$ cat config.mk
export PLATFORM = sky130hd
export DESIGN_NAME = wordle_guess_scorer
export DESIGN_NICKNAME = d
export VERILOG_FILES = /design/src/rtl/wordle_guess_scorer.sv
export SDC_FILE = /design/constraint.sdc
export NUM_CORES = 1
export LEC_CHECK = 0
export BUFFER_PORTS_ARGS = -buffer_cell sky130_fd_sc_hd__buf_2
export CORE_MARGIN = 1.5
export CORE_UTILIZATION = 30
export CTS_BUF_LIST = sky130_fd_sc_hd__clkbuf_4
export DETAILED_ROUTE_END_ITERATION = 16
export PLACE_DENSITY = 0.53
export REMOVE_ABC_BUFFERS = 1
export SYNTH_ARGS = -nofsm -noshare
export SYNTH_HDL_FRONTEND = slang
export SYNTH_SLANG_ARGS = --single-unit
export TNS_END_PERCENT = 100
$ cat constraint.sdc
create_clock -name board_clk -period 5.3 [get_ports board_clk]
set_input_delay 1.06 -clock board_clk [delete_from_list [all_inputs] [get_ports board_clk]]
set_output_delay 1.06 -clock board_clk [all_outputs]
set_load 0.1 [all_outputs]
$ cat src/rtl/wordle_guess_scorer.sv
// Wordle guess scorer: buffers keyboard letters, then scores a full guess against the answer.
// Scoring runs in two passes: greens in parallel, then one yellow position per cycle, left to right.
module wordle_guess_scorer #(
  parameter int WORD_LEN = 5,
  parameter int LETTER_W = 5
) (
  input  logic                         board_clk,
  input  logic                         reset,
  input  logic                         clr,
  input  logic [WORD_LEN*LETTER_W-1:0] answer,
  input  logic [LETTER_W-1:0]          letter_in,
  input  logic                         letter_push,
  input  logic                         letter_pop,
  input  logic                         submit,
  output logic [2:0]                   letter_count,
  output logic                         busy,
  output logic                         rejected,
  output logic [2*WORD_LEN-1:0]        result,
  output logic                         result_valid,
  output logic                         win
);

  localparam logic [2:0]          FULL       = 3'(WORD_LEN);
  localparam logic [2:0]          LAST_IDX   = 3'(WORD_LEN - 1);
  localparam logic [LETTER_W-1:0] MAX_LETTER = LETTER_W'(25);

  typedef enum logic [1:0] {COLLECT, GREEN, YELLOW, DONE} state_t;

  state_t                state_q, state_d;
  logic [2:0]            count_q, count_d;
  logic [LETTER_W-1:0]   guess_q [WORD_LEN];
  logic [LETTER_W-1:0]   guess_d [WORD_LEN];
  logic [LETTER_W-1:0]   answer_q [WORD_LEN];
  logic [LETTER_W-1:0]   answer_d [WORD_LEN];
  logic [WORD_LEN-1:0]   green_q, green_d;
  logic [WORD_LEN-1:0]   consumed_q, consumed_d;
  logic [WORD_LEN-1:0]   yellow_q, yellow_d;
  logic [2:0]            idx_q, idx_d;
  logic [2*WORD_LEN-1:0] result_q, result_d;
  logic                  win_q, win_d;
  logic                  busy_q, busy_d;
  logic                  rejected_q, rejected_d;
  logic                  result_valid_q, result_valid_d;
  logic                  match_found;
  logic [2:0]            match_k;

  always_comb begin
    state_d        = state_q;
    count_d        = count_q;
    guess_d        = guess_q;
    answer_d       = answer_q;
    green_d        = green_q;
    consumed_d     = consumed_q;
    yellow_d       = yellow_q;
    idx_d          = idx_q;
    result_d       = result_q;
    win_d          = win_q;
    rejected_d     = 1'b0;
    result_valid_d = 1'b0;
    match_found    = 1'b0;
    match_k        = 3'd0;

    case (state_q)
      COLLECT: begin
        if (submit) begin
          if (count_q == FULL) begin
            for (int i = 0; i < WORD_LEN; i++)
              answer_d[i] = answer[i*LETTER_W +: LETTER_W];
            state_d = GREEN;
          end else begin
            rejected_d = 1'b1;
          end
        end else if (letter_push && !letter_pop) begin
          if (count_q < FULL && letter_in <= MAX_LETTER) begin
            guess_d[count_q] = letter_in;
            count_d          = count_q + 3'd1;
          end
        end else if (letter_pop && !letter_push) begin
          if (count_q != 3'd0)
            count_d = count_q - 3'd1;
        end
      end

      GREEN: begin
        for (int i = 0; i < WORD_LEN; i++)
          green_d[i] = (guess_q[i] == answer_q[i]);
        consumed_d = green_d;
        yellow_d   = '0;
        idx_d      = 3'd0;
        state_d    = YELLOW;
      end

      YELLOW: begin
        // Descending scan so the lowest unclaimed matching answer slot wins.
        if (!green_q[idx_q]) begin
          for (int k = WORD_LEN - 1; k >= 0; k--) begin
            if (!consumed_q[k] && answer_q[k] == guess_q[idx_q]) begin
              match_found = 1'b1;
              match_k     = 3'(k);
            end
          end
          if (match_found) begin
            yellow_d[idx_q]     = 1'b1;
            consumed_d[match_k] = 1'b1;
          end
        end
        if (idx_q == LAST_IDX)
          state_d = DONE;
        else
          idx_d = idx_q + 3'd1;
      end

      DONE: begin
        for (int i = 0; i < WORD_LEN; i++)
          result_d[2*i +: 2] = green_q[i] ? 2'b10 : (yellow_q[i] ? 2'b01 : 2'b00);
        win_d          = &green_q;
        result_valid_d = 1'b1;
        count_d        = 3'd0;
        state_d        = COLLECT;
      end

      default: state_d = COLLECT;
    endcase

    if (clr) begin
      state_d        = COLLECT;
      count_d        = 3'd0;
      result_d       = '0;
      win_d          = 1'b0;
      rejected_d     = 1'b0;
      result_valid_d = 1'b0;
    end

    busy_d = (state_d != COLLECT);
  end

  always_ff @(posedge board_clk or posedge reset) begin
    if (reset) begin
      state_q        <= COLLECT;
      count_q        <= 3'd0;
      guess_q        <= '{default: '0};
      answer_q       <= '{default: '0};
      green_q        <= '0;
      consumed_q     <= '0;
      yellow_q       <= '0;
      idx_q          <= 3'd0;
      result_q       <= '0;
      win_q          <= 1'b0;
      busy_q         <= 1'b0;
      rejected_q     <= 1'b0;
      result_valid_q <= 1'b0;
    end else begin
      state_q        <= state_d;
      count_q        <= count_d;
      guess_q        <= guess_d;
      answer_q       <= answer_d;
      green_q        <= green_d;
      consumed_q     <= consumed_d;
      yellow_q       <= yellow_d;
      idx_q          <= idx_d;
      result_q       <= result_d;
      win_q          <= win_d;
      busy_q         <= busy_d;
      rejected_q     <= rejected_d;
      result_valid_q <= result_valid_d;
    end
  end

  assign letter_count = count_q;
  assign busy         = busy_q;
  assign rejected     = rejected_q;
  assign result       = result_q;
  assign result_valid = result_valid_q;
  assign win          = win_q;

endmodule

==> impl_metrics.py, run 1 <==
metrics = {
    "timing": {
        "fmax_mhz": 297,
        "relSlewSlack": 0.337,
        "timing.final.crit_share": 0.636,
        "rsz0062_at_grt": "false",
        "drv_slew": 0,
        "hold_ws_ns": 0.531,
        "tightest_slew_ns": 0.995,
        "tns_ns": 0,
        "period_needed_ns": 3.37,
        "finalHoldViolCount": 0,
        "finalSetupViolations": 0,
        "fin_skew_ns": 0.0218,
    },
    "clock_tree": {
        "cts_buffers": 9,
        "cts_tree": "yes",
        "cts_max_path_buffers": 2,
        "numClockSinks": 87,
        "cts_resized": 0,
        "htree_levels": 3,
        "path_clk_slew_ns": 0.14,
        "post-cts-setup-buffers": 0,
        "worst_skew_pair.late_latency_ns": 0.46,
        "cts.hold.buffers_added": 0,
        "root_buffer": "clkbuf_4",
    },
    "floorplanning": {
        "dieArea_mm2": 0.0167,
        "core_area_mm2": 0.0154,
        "rows": 45,
        "ios": 53,
        "fp.dieW_um": 129,
        "fp.dieH_um": 129,
        "start_util": 0.311,
    },
    "worst_setup_path": {
        "critPathSlowestCell": "dfrtp_1",
        "worst_setup_path_start_kind": "flip-flop",
        "cp_data_required_time_ns": 5.62,
        "cp_max_fo": 20,
        "cp_data_arrival_time_ns": 3.69,
        "critical_path.max_stage_delay_ns": 0.91,
        "timing.rr.start": "idx_q[0]",
        "critPathLaunch": "idx_q[0]",
        "path_class": "reg2reg",
        "r2r_slack_ns": 1.93,
        "critPathCaptureType": "flip-flop",
        "path_cells": "mux2_1 -> a222oi_1 -> xor2_1 -> and4_1 -> nor4_4 -> o211ai_1",
    },
    "min_path": {
        "min_from": "result[3]",
        "hold_class": "reg2reg",
    },
    "drt": {
        "routedWlPerCell_um": 17.0,
        "first_iter_violations": 170,
        "drt-total-wl_mm": 11.8,
        "first_pass_iters": 4,
        "drc": 0,
        "via_count": 3485,
        "drtAntennaViolNets": 0,
        "routed_via_density": 5.01,
    },
    "layout": {
        "area_delta_synth_final_pct": 12.2,
        "final_nets": 522,
        "n_fill_cell": 1583,
        "multiInputGateArea_mm2": 0.00247,
        "drive_above_1_share": 0.282,
        "post-route-util": 0.349,
        "ff_latch_area_mm2": 0.00218,
    },
    "global_route": {
        "grt_first_pass_wirelength_mm": 18.7,
        "antenna_found_initial": 1,
        "track_usage": 0.149,
        "grt_max_degree": 47,
        "grt_pass1_vias": 3427,
        "gr-total-overflow": 0,
    },
    "logic_synthesis": {
        "postSynthCellCount": 430,
        "ys_warn_count": 0,
        "synth-async-reset-ratio": 1.00,
        "ys_seq_area_frac": 0.455,
        "syn_avg_cell_area_um2": 11.1,
        "synthDistinctLibCells": 59,
        "synth_edf_count": 0,
        "yosysTopAreaCell": "dfrtp_1",
        "synth_area_leaders": "dfrtp_1 46%, mux2_2 12%, xor2_1 4.6%",
        "synth_top_area_share": 0.455,
        "synth_flop_cell": "dfrtp_1",
        "syn_area_mm2": 0.00478,
        "synth-seq-cells": 87,
    },
    "run": {
        "cap_viol_max_count": 0,
    },
    "placed_design": {
        "gp_congestion": 0.906,
        "io_buffer_count": 52,
        "hpwlAfterDp_mm": 9.05,
    },
    "power_and_ir_drop": {
        "peakVddDrop_mv": 0.232,
        "p_per_area_mw_per_mm2": 605,
        "power_leakage_nw": 2.38,
        "power.total_mw": 3.24,
    },
    "outcome": {
        "outcome": "complete, no violations",
    },
}
-- final cells by class --
class | instances | area share
timing repair buffer | 54 | 0.0513
tap | 211 | 0.0492
sequential | 87 | 0.406
clock inverter | 5 | 0.00933
antenna | 1 | 0.000467
inverter | 14 | 0.0100
multi-input combinational | 313 | 0.460
clock buffer | 10 | 0.0140
-- per-layer routing --
metal / GRT usage / up-vias / wire (um)
met5: 0 / - / 0
li1: - / 1658 / -
met3: 0.0363 / 16 / 490
met1: 0.192 / 1735 / 5470
met2: 0.240 / 76 / 5570
met4: 0.0615 / 0 / 290
-- worst max-delay path, delay by kind of cell, from the launching register on --
kind                      cells  cell delay [ns]
AOI/OAI and AO/OA             2             1.02
muxes                         1             0.38
and+or+nand+nor               2             0.71
xor gates and xnor gates      1             0.18
DFF                           1             0.91
-- where the power goes --
group / leakage, nW / total (mW) / switching (mW) / internal [mW]
registers: 1.14 / 1.26 / 0.356 / 0.904
clock network: 0.0673 / 0.366 / 0.223 / 0.143
logic: 1.18 / 1.62 / 0.913 / 0.704
-- cells in the final DEF, fill, tap and decap left out, drive strengths merged, types with 10 or more instances in the layout --
| cell | Yosys | final |
|---|---|---|
| mux2 | 54 | 54 |
| nor2 | 21 | 21 |
| clkbuf | 9 | 10 |
| xor2 | 25 | 25 |
| o21ai | 13 | 13 |
| dfrtp | 87 | 87 |
| nor3 | 11 | 11 |
| xnor2 | 16 | 16 |
| a21oi | 17 | 17 |
| inv | 14 | 13 |
| nor2b | 12 | 12 |
| nand3 | 15 | 15 |
| nand2 | 27 | 27 |
| mux2i | 10 | 10 |
| buf | 7 | 54 |
-- stage by stage --
stage | std cells | setup slack [ns] | cell area, um^2
5_1_grt | 695 | 1.75 | 5360
4_1_cts | 694 | 2.00 | 5360
3_5_place_dp | 679 | 2.04 | 5240
2_1_floorplan | 414 | 1.99 | 4700
6_report | 695 | 1.93 | 5360
3_3_place_gp | 679 | 2.15 | 5240
-- synthesized netlist by cell type, drive strengths merged, types with 2 or more instances --
cell / count
a32o: 4
o31a: 2
a22o: 2
o211ai: 5
ha: 6
nand3: 15
dfrtp: 87
mux2: 54
xnor2: 16
a211oi: 6
a21oi: 17
nor3: 11
and4: 4
nor2b: 12
inv: 14
nand4: 7
xor2: 25
nand2: 27
clkbuf: 9
nand3b: 8
a31o: 3
o21ai: 13
a22oi: 2
and3: 5
nor2: 21
mux2i: 10
nor4: 2
a221oi: 5
a21o: 4
nand2b: 8
buf: 7
o31ai: 2
a41o: 3
-- cell families (layout without fill, tap and decap cells) --
kind of cell	Yosys count	in the layout	share of synthesized area
adders and majority gates	7	7	0.0199
DFF	87	87	0.455
AOI/OAI and AO/OA	74	74	0.114
muxes	65	65	0.154
and+or+nand+nor	126	126	0.153
buffers and inverters	30	83	0.0290
xor gates and xnor gates	41	41	0.0751
other	0	1	0
-- sequential cells by signal (all words and copies together) (netlist names) --
register	count
result	10
busy	1
state_q	2
letter_count	3
win	1
guess_q	25
result_valid	1
idx_q	3
green_q	5
answer_q	25
consumed_q	5
yellow_q	5
rejected	1
-- worst paths after layout --
| path | cells past startpoint | end |
|---|---|---|
| hold reg to reg | 2 | result[3] |
| min in group asynchronous | 2 | answer_q[14] |
| max in group asynchronous | 3 | answer_q[12] |
| hold / removal | 2 | result[3] |
| setup reg to reg | 6 | yellow_q[3] |
| setup / recovery | 6 | yellow_q[3] |
Note: power is estimated with default switching activity, not from simulation.
==> run 2, diff against run 1 <==
Clock period 5.3 ns to 3.3 ns, I/O delays scaled along.
==> impl_metrics.py, run 2 (synthesis results as in run 1) <==
metrics = {
    "drt": {
        "first_iter_violations": 179,
        "via_count": 3495,
        "drc": 0,
        "routed_via_density": 5.01,
        "drtAntennaViolNets": 0,
        "routedWlPerCell_um": 17.2,
        "first_pass_iters": 5,
        "drt-total-wl_mm": 12.0,
    },
    "power_and_ir_drop": {
        "power_leakage_nw": 2.38,
        "p_per_area_mw_per_mm2": 966,
        "seqPwrFrac": 0.388,
        "power_switching_mw": 2.44,
        "power.total_mw": 5.20,
        "combPwrFrac": 0.510,
        "peakVddDrop_mv": 0.344,
        "power_frac_clock": 0.101,
        "swShare": 0.469,
        "p_int_mw": 2.76,
    },
    "placed_design": {
        "dp.cells": 682,
        "placed_cell_area_mm2": 0.00527,
        "io_buffer_count": 52,
        "hpwlAfterDp_mm": 9.12,
        "dp_slack_ns": 0.352,
        "gp_congestion": 0.887,
    },
    "clock_tree": {
        "root_buffer": "clkbuf_4",
        "numClockSinks": 87,
        "cts_max_path_buffers": 2,
        "htree_levels": 3,
        "path_clk_slew_ns": 0.13,
        "cts_resized": 0,
        "cts_buffers": 9,
        "worst_skew_pair.late_latency_ns": 0.47,
        "cts_tree": "yes",
        "cts.hold.buffers_added": 0,
        "post-cts-setup-buffers": 0,
    },
    "floorplanning": {
        "core_area_mm2": 0.0154,
        "start_util": 0.311,
        "fp.dieH_um": 129,
        "fp.dieW_um": 129,
        "dieArea_mm2": 0.0167,
        "rows": 45,
        "ios": 53,
    },
    "worst_setup_path": {
        "cp_data_required_time_ns": 3.69,
        "critPathCaptureType": "flip-flop",
        "cp_max_fo": 17,
        "worst_setup_path_start_kind": "flip-flop",
        "timing.rr.start": "idx_q[1]",
        "path_class": "reg2reg",
        "cp_data_arrival_time_ns": 3.37,
        "rr_endpoint": "yellow_q[1]",
        "reg2regPathDepth": 7,
        "r2r_slack_ns": 0.32,
    },
    "timing": {
        "setup_slack_ns": 0.316,
        "drv_slew": 0,
        "fin_skew_ns": 0.0150,
        "timing.final.crit_share": 0.904,
        "finalSetupViolations": 0,
        "period_needed_ns": 2.98,
        "fmax_mhz": 335,
        "relSlewSlack": 0.433,
        "tns_ns": 0,
        "finalHoldViolCount": 0,
        "tightest_slew_ns": 0.850,
        "rsz0062_at_grt": "false",
    },
    "layout": {
        "final_area_mm2": 0.00538,
        "diodes": 0,
        "final_nets": 525,
        "area_delta_synth_final_pct": 12.5,
        "n_fill_cell": 1584,
        "final_common_cell": "dfrtp_1",
        "drive_above_1_share": 0.286,
        "stdcell_count": 697,
        "layout_common_cells": "87 x dfrtp_1, 52 x buf_2, 51 x mux2_2",
    },
    "min_path": {
        "hold_class": "in2async",
    },
    "global_route": {
        "antenna_found_initial": 0,
        "grt_max_degree": 46,
        "grt_first_pass_wirelength_mm": 19.2,
        "gr-total-overflow": 0,
        "grt_pass1_vias": 3390,
        "track_usage": 0.153,
    },
    "run": {
        "cap_viol_max_count": 0,
    },
    "outcome": {
        "outcome": "complete, no violations",
    },
}
[run 2: changes by cell type in the layout (fill, tap and decap cells not counted), sizes merged]
cell,previous run,this run
buf,54,57
diode,1,0
bufinv,1,0
clkbuf,10,9
clkinvlp,1,3
[run 2: area by class of cell]
cell class	instances	area (um^2)	area share
clock buffer	9	67.6	0.0126
clock inverter	6	38.8	0.00721
inverter	14	53.8	0.0100
multi-input combinational	313	2470	0.459
sequential	87	2180	0.405
tap	211	264	0.0491
timing repair buffer	57	310	0.0577
[run 2: metal layers]
metal / part of all wire / track usage
met1: 0.47 / 0.199
met4: 0.016 / 0.0555
met2: 0.48 / 0.253
met3: 0.036 / 0.0318
met5: 0 / 0
[run 2: how the worst max path moves through the flow]
stage / slack [ns] / start / end / cells past startpoint
global route: 0.12 / idx_q[1] / yellow_q[1] / 7
global placement: 0.41 / idx_q[1] / yellow_q[3] / 7
finish: 0.32 / idx_q[1] / yellow_q[1] / 7
CTS: 0.33 / idx_q[1] / yellow_q[1] / 7
floorplan: 0.39 / reset / answer_q[0] / 1
detailed placement: 0.35 / idx_q[1] / yellow_q[1] / 7
[run 2: critical path, cell delays in order (launching register included)]
cell and delay [ns]:
dfrtp_1 0.87, mux2i_1 0.41, a2bb2oi_2 0.28, a21oi_1 0.11, or4_4 0.55, nor4_4 0.39, nand4_1 0.15, o211ai_1 0.15
[run 2: metrics by stage]
step           hold slack (ns)   util
6_report                 0.304  0.350
5_1_grt                  0.340  0.350
4_1_cts                  0.298  0.350
3_5_place_dp             0.497  0.343
3_3_place_gp             0.492  0.343
2_1_floorplan            0.466      -
[run 2: power by group through the flow]
stage	Clock (mW)	Combinational (mW)	Sequential [mW]
2_1_floorplan	0	1.90	2.01
3_3_place_gp	0	2.61	2.04
3_5_place_dp	0	2.64	2.05
4_1_cts	0.558	2.65	2.02
5_1_grt	0.593	2.92	2.08
6_report	0.526	2.65	2.02
==> run 3, diff against run 2 <==
Settings changed: ABC_AREA set to 1.
==> impl_metrics.py, run 3 <==
metrics = {
    "outcome": {
        "outcome": "complete, no violations",
    },
    "logic_synthesis": {
        "synth_top_area_share": 0.451,
        "synth_flop_cell": "dfrtp_1",
        "postSynthCellCount": 591,
        "synth_mux_area_frac": 0.0140,
        "syn_avg_cell_area_um2": 8.17,
        "yosysTopAreaCell": "dfrtp_1",
        "yosys.area_share.xor_xnor": 0.0417,
        "synth_area_leaders": "dfrtp_1 45%, nand2_1 9.9%, o21ai_0 6.1%",
        "synth-seq-cells": 87,
        "synth-async-reset-ratio": 1.00,
        "synth_fa_ha_area_frac": 0.0197,
        "synth_top_family_by_area": "simple AND/OR/NAND/NOR gates",
        "synth_compound_area_frac": 0.136,
        "synth_edf_count": 0,
        "synth_common_cells": "127 x nand2_1, 87 x dfrtp_1, 63 x inv_1",
        "ys_warn_count": 0,
        "syn_area_mm2": 0.00483,
        "synthDistinctLibCells": 39,
        "synth_simple_gate_area_share": 0.266,
        "ys_seq_area_frac": 0.451,
        "synth.most_common_cell": "nand2_1",
    },
    "global_route": {
        "use_met1": 0.221,
        "busiest_layer": "met2",
        "use_met2": 0.268,
        "grt_first_pass_wirelength_mm": 21.7,
        "grt_pass1_vias": 4146,
        "grt_max_degree": 46,
        "track_usage": 0.170,
        "gr-total-overflow": 0,
        "antenna_found_initial": 0,
        "grt_use_met3": 0.0467,
    },
    "drt": {
        "routed_via_density": 4.79,
        "first_iter_violations": 205,
        "drt-total-wl_mm": 13.3,
        "first_pass_iters": 4,
        "routedWlPerCell_um": 15.4,
        "drtAntennaViolNets": 0,
        "via_count": 4140,
        "drc": 0,
    },
    "clock_tree": {
        "worst_skew_pair.late_latency_ns": 0.48,
        "root_buffer": "clkbuf_4",
        "cts.hold.buffers_added": 0,
        "path_clk_slew_ns": 0.15,
        "cts_tree": "yes",
        "cts_resized": 0,
        "cts_buffers": 9,
        "post-cts-setup-buffers": 0,
        "htree_levels": 3,
        "numClockSinks": 87,
        "cts_max_path_buffers": 2,
    },
    "layout": {
        "n_fill_cell": 1709,
        "diodes": 0,
        "area_delta_synth_final_pct": 13.4,
        "post-route-util": 0.346,
        "drive_above_1_share": 0.191,
        "stdcell_count": 865,
        "layout_common_cells": "127 x nand2_1, 87 x dfrtp_1, 62 x inv_1",
        "final_nets": 687,
        "final_common_cell": "nand2_1",
        "final_area_mm2": 0.00548,
    },
    "placed_design": {
        "hpwlAfterDp_mm": 10.4,
        "dp_slack_ns": 0.565,
        "io_buffer_count": 52,
        "dp.cells": 849,
        "placed_cell_area_mm2": 0.00532,
        "gp_congestion": 0.894,
    },
    "worst_setup_path": {
        "timing.rr.start": "idx_q[0]",
        "critPathCaptureType": "flip-flop",
        "path_class": "reg2reg",
        "cp_data_arrival_time_ns": 3.22,
        "rr_endpoint": "consumed_q[0]",
        "worst_setup_path_start_kind": "flip-flop",
        "reg2regPathDepth": 15,
        "r2r_slack_ns": 0.50,
        "cp_max_fo": 20,
        "cp_data_required_time_ns": 3.72,
    },
    "timing": {
        "finalHoldViolCount": 0,
        "timing.final.crit_share": 0.850,
        "tightest_slew_ns": 0.770,
        "period_needed_ns": 2.80,
        "setup_slack_ns": 0.496,
        "fmax_mhz": 357,
        "tns_ns": 0,
        "relSlewSlack": 0.486,
        "fin_skew_ns": 0.0176,
        "hold_ws_ns": 0.270,
        "finalSetupViolations": 0,
        "drv_slew": 0,
        "rsz0062_at_grt": "false",
    },
    "power_and_ir_drop": {
        "peakVddDrop_mv": 0.281,
        "power_leakage_nw": 2.72,
        "power.total_mw": 5.25,
        "p_per_area_mw_per_mm2": 959,
    },
    "min_path": {
        "hold_class": "in2async",
    },
    "floorplanning": {
        "ios": 53,
        "start_util": 0.305,
        "fp.dieH_um": 130,
        "core_area_mm2": 0.0158,
        "dieArea_mm2": 0.0169,
        "fp.dieW_um": 130,
        "rows": 46,
    },
    "run": {
        "cap_viol_max_count": 0,
    },
}
run 3: how the worst max path moves through the flow:
| stage | end | slack [ns] | depth (start not counted) | startpoint |
|---|---|---|---|---|
| after floorplan | answer_q[0] | 0.32 | 4 | letter_count[2] |
| after global placement | consumed_q[1] | 0.65 | 14 | idx_q[2] |
| after detailed placement | consumed_q[0] | 0.56 | 14 | idx_q[0] |
| after CTS | consumed_q[0] | 0.53 | 15 | idx_q[0] |
| after global routing | consumed_q[1] | 0.18 | 14 | idx_q[2] |
| final | consumed_q[0] | 0.50 | 15 | idx_q[0] |
run 3: final cells by class:
cell class | count | area (um^2) | share of cell area
sequential | 87 | 2180 | 0.398
inverter | 68 | 256 | 0.0468
timing repair buffer | 56 | 303 | 0.0553
clock inverter | 6 | 83.8 | 0.0153
clock buffer | 10 | 75.1 | 0.0137
tap | 216 | 270 | 0.0493
multi-input combinational | 422 | 2310 | 0.422
run 3: logic make-up (layout without fill, tap and decap cells):
family | after synthesis | after routing
XOR/XNOR | 23 | 23
AO/OA/AOI/OAI | 113 | 113
multiplexers | 6 | 6
buffers and inverters | 82 | 140
AND/OR/NAND/NOR | 273 | 273
adder cells (fa/ha/maj) | 7 | 7
flip-flops | 87 | 87
run 3: per-layer routing:
| metal | vias to the layer above | part of all wire |
|---|---|---|
| li1 | 2053 | - |
| met1 | 1934 | 0.46 |
| met2 | 124 | 0.45 |
| met3 | 29 | 0.053 |
| met4 | 0 | 0.036 |
| met5 | - | 0 |
run 3: worst max-delay path, cell delays in order (launching register included):
cell,delay (ns)
dfrtp_1,0.58
inv_2,0.35
nand2_1,0.09
nand3_1,0.09
nand2_2,0.11
nor2_4,0.22
nor2_1,0.08
nor2_1,0.10
nand3_1,0.10
nor2_2,0.18
nor2_4,0.08
nand3_2,0.09
nand3_2,0.29
inv_1,0.22
nand2_1,0.08
nand2_1,0.06
run 3: power by group:
| part | internal [mW] | switching [mW] |
|---|---|---|
| clock network | 0.313 | 0.384 |
| registers | 1.42 | 0.496 |
| logic | 0.864 | 1.77 |
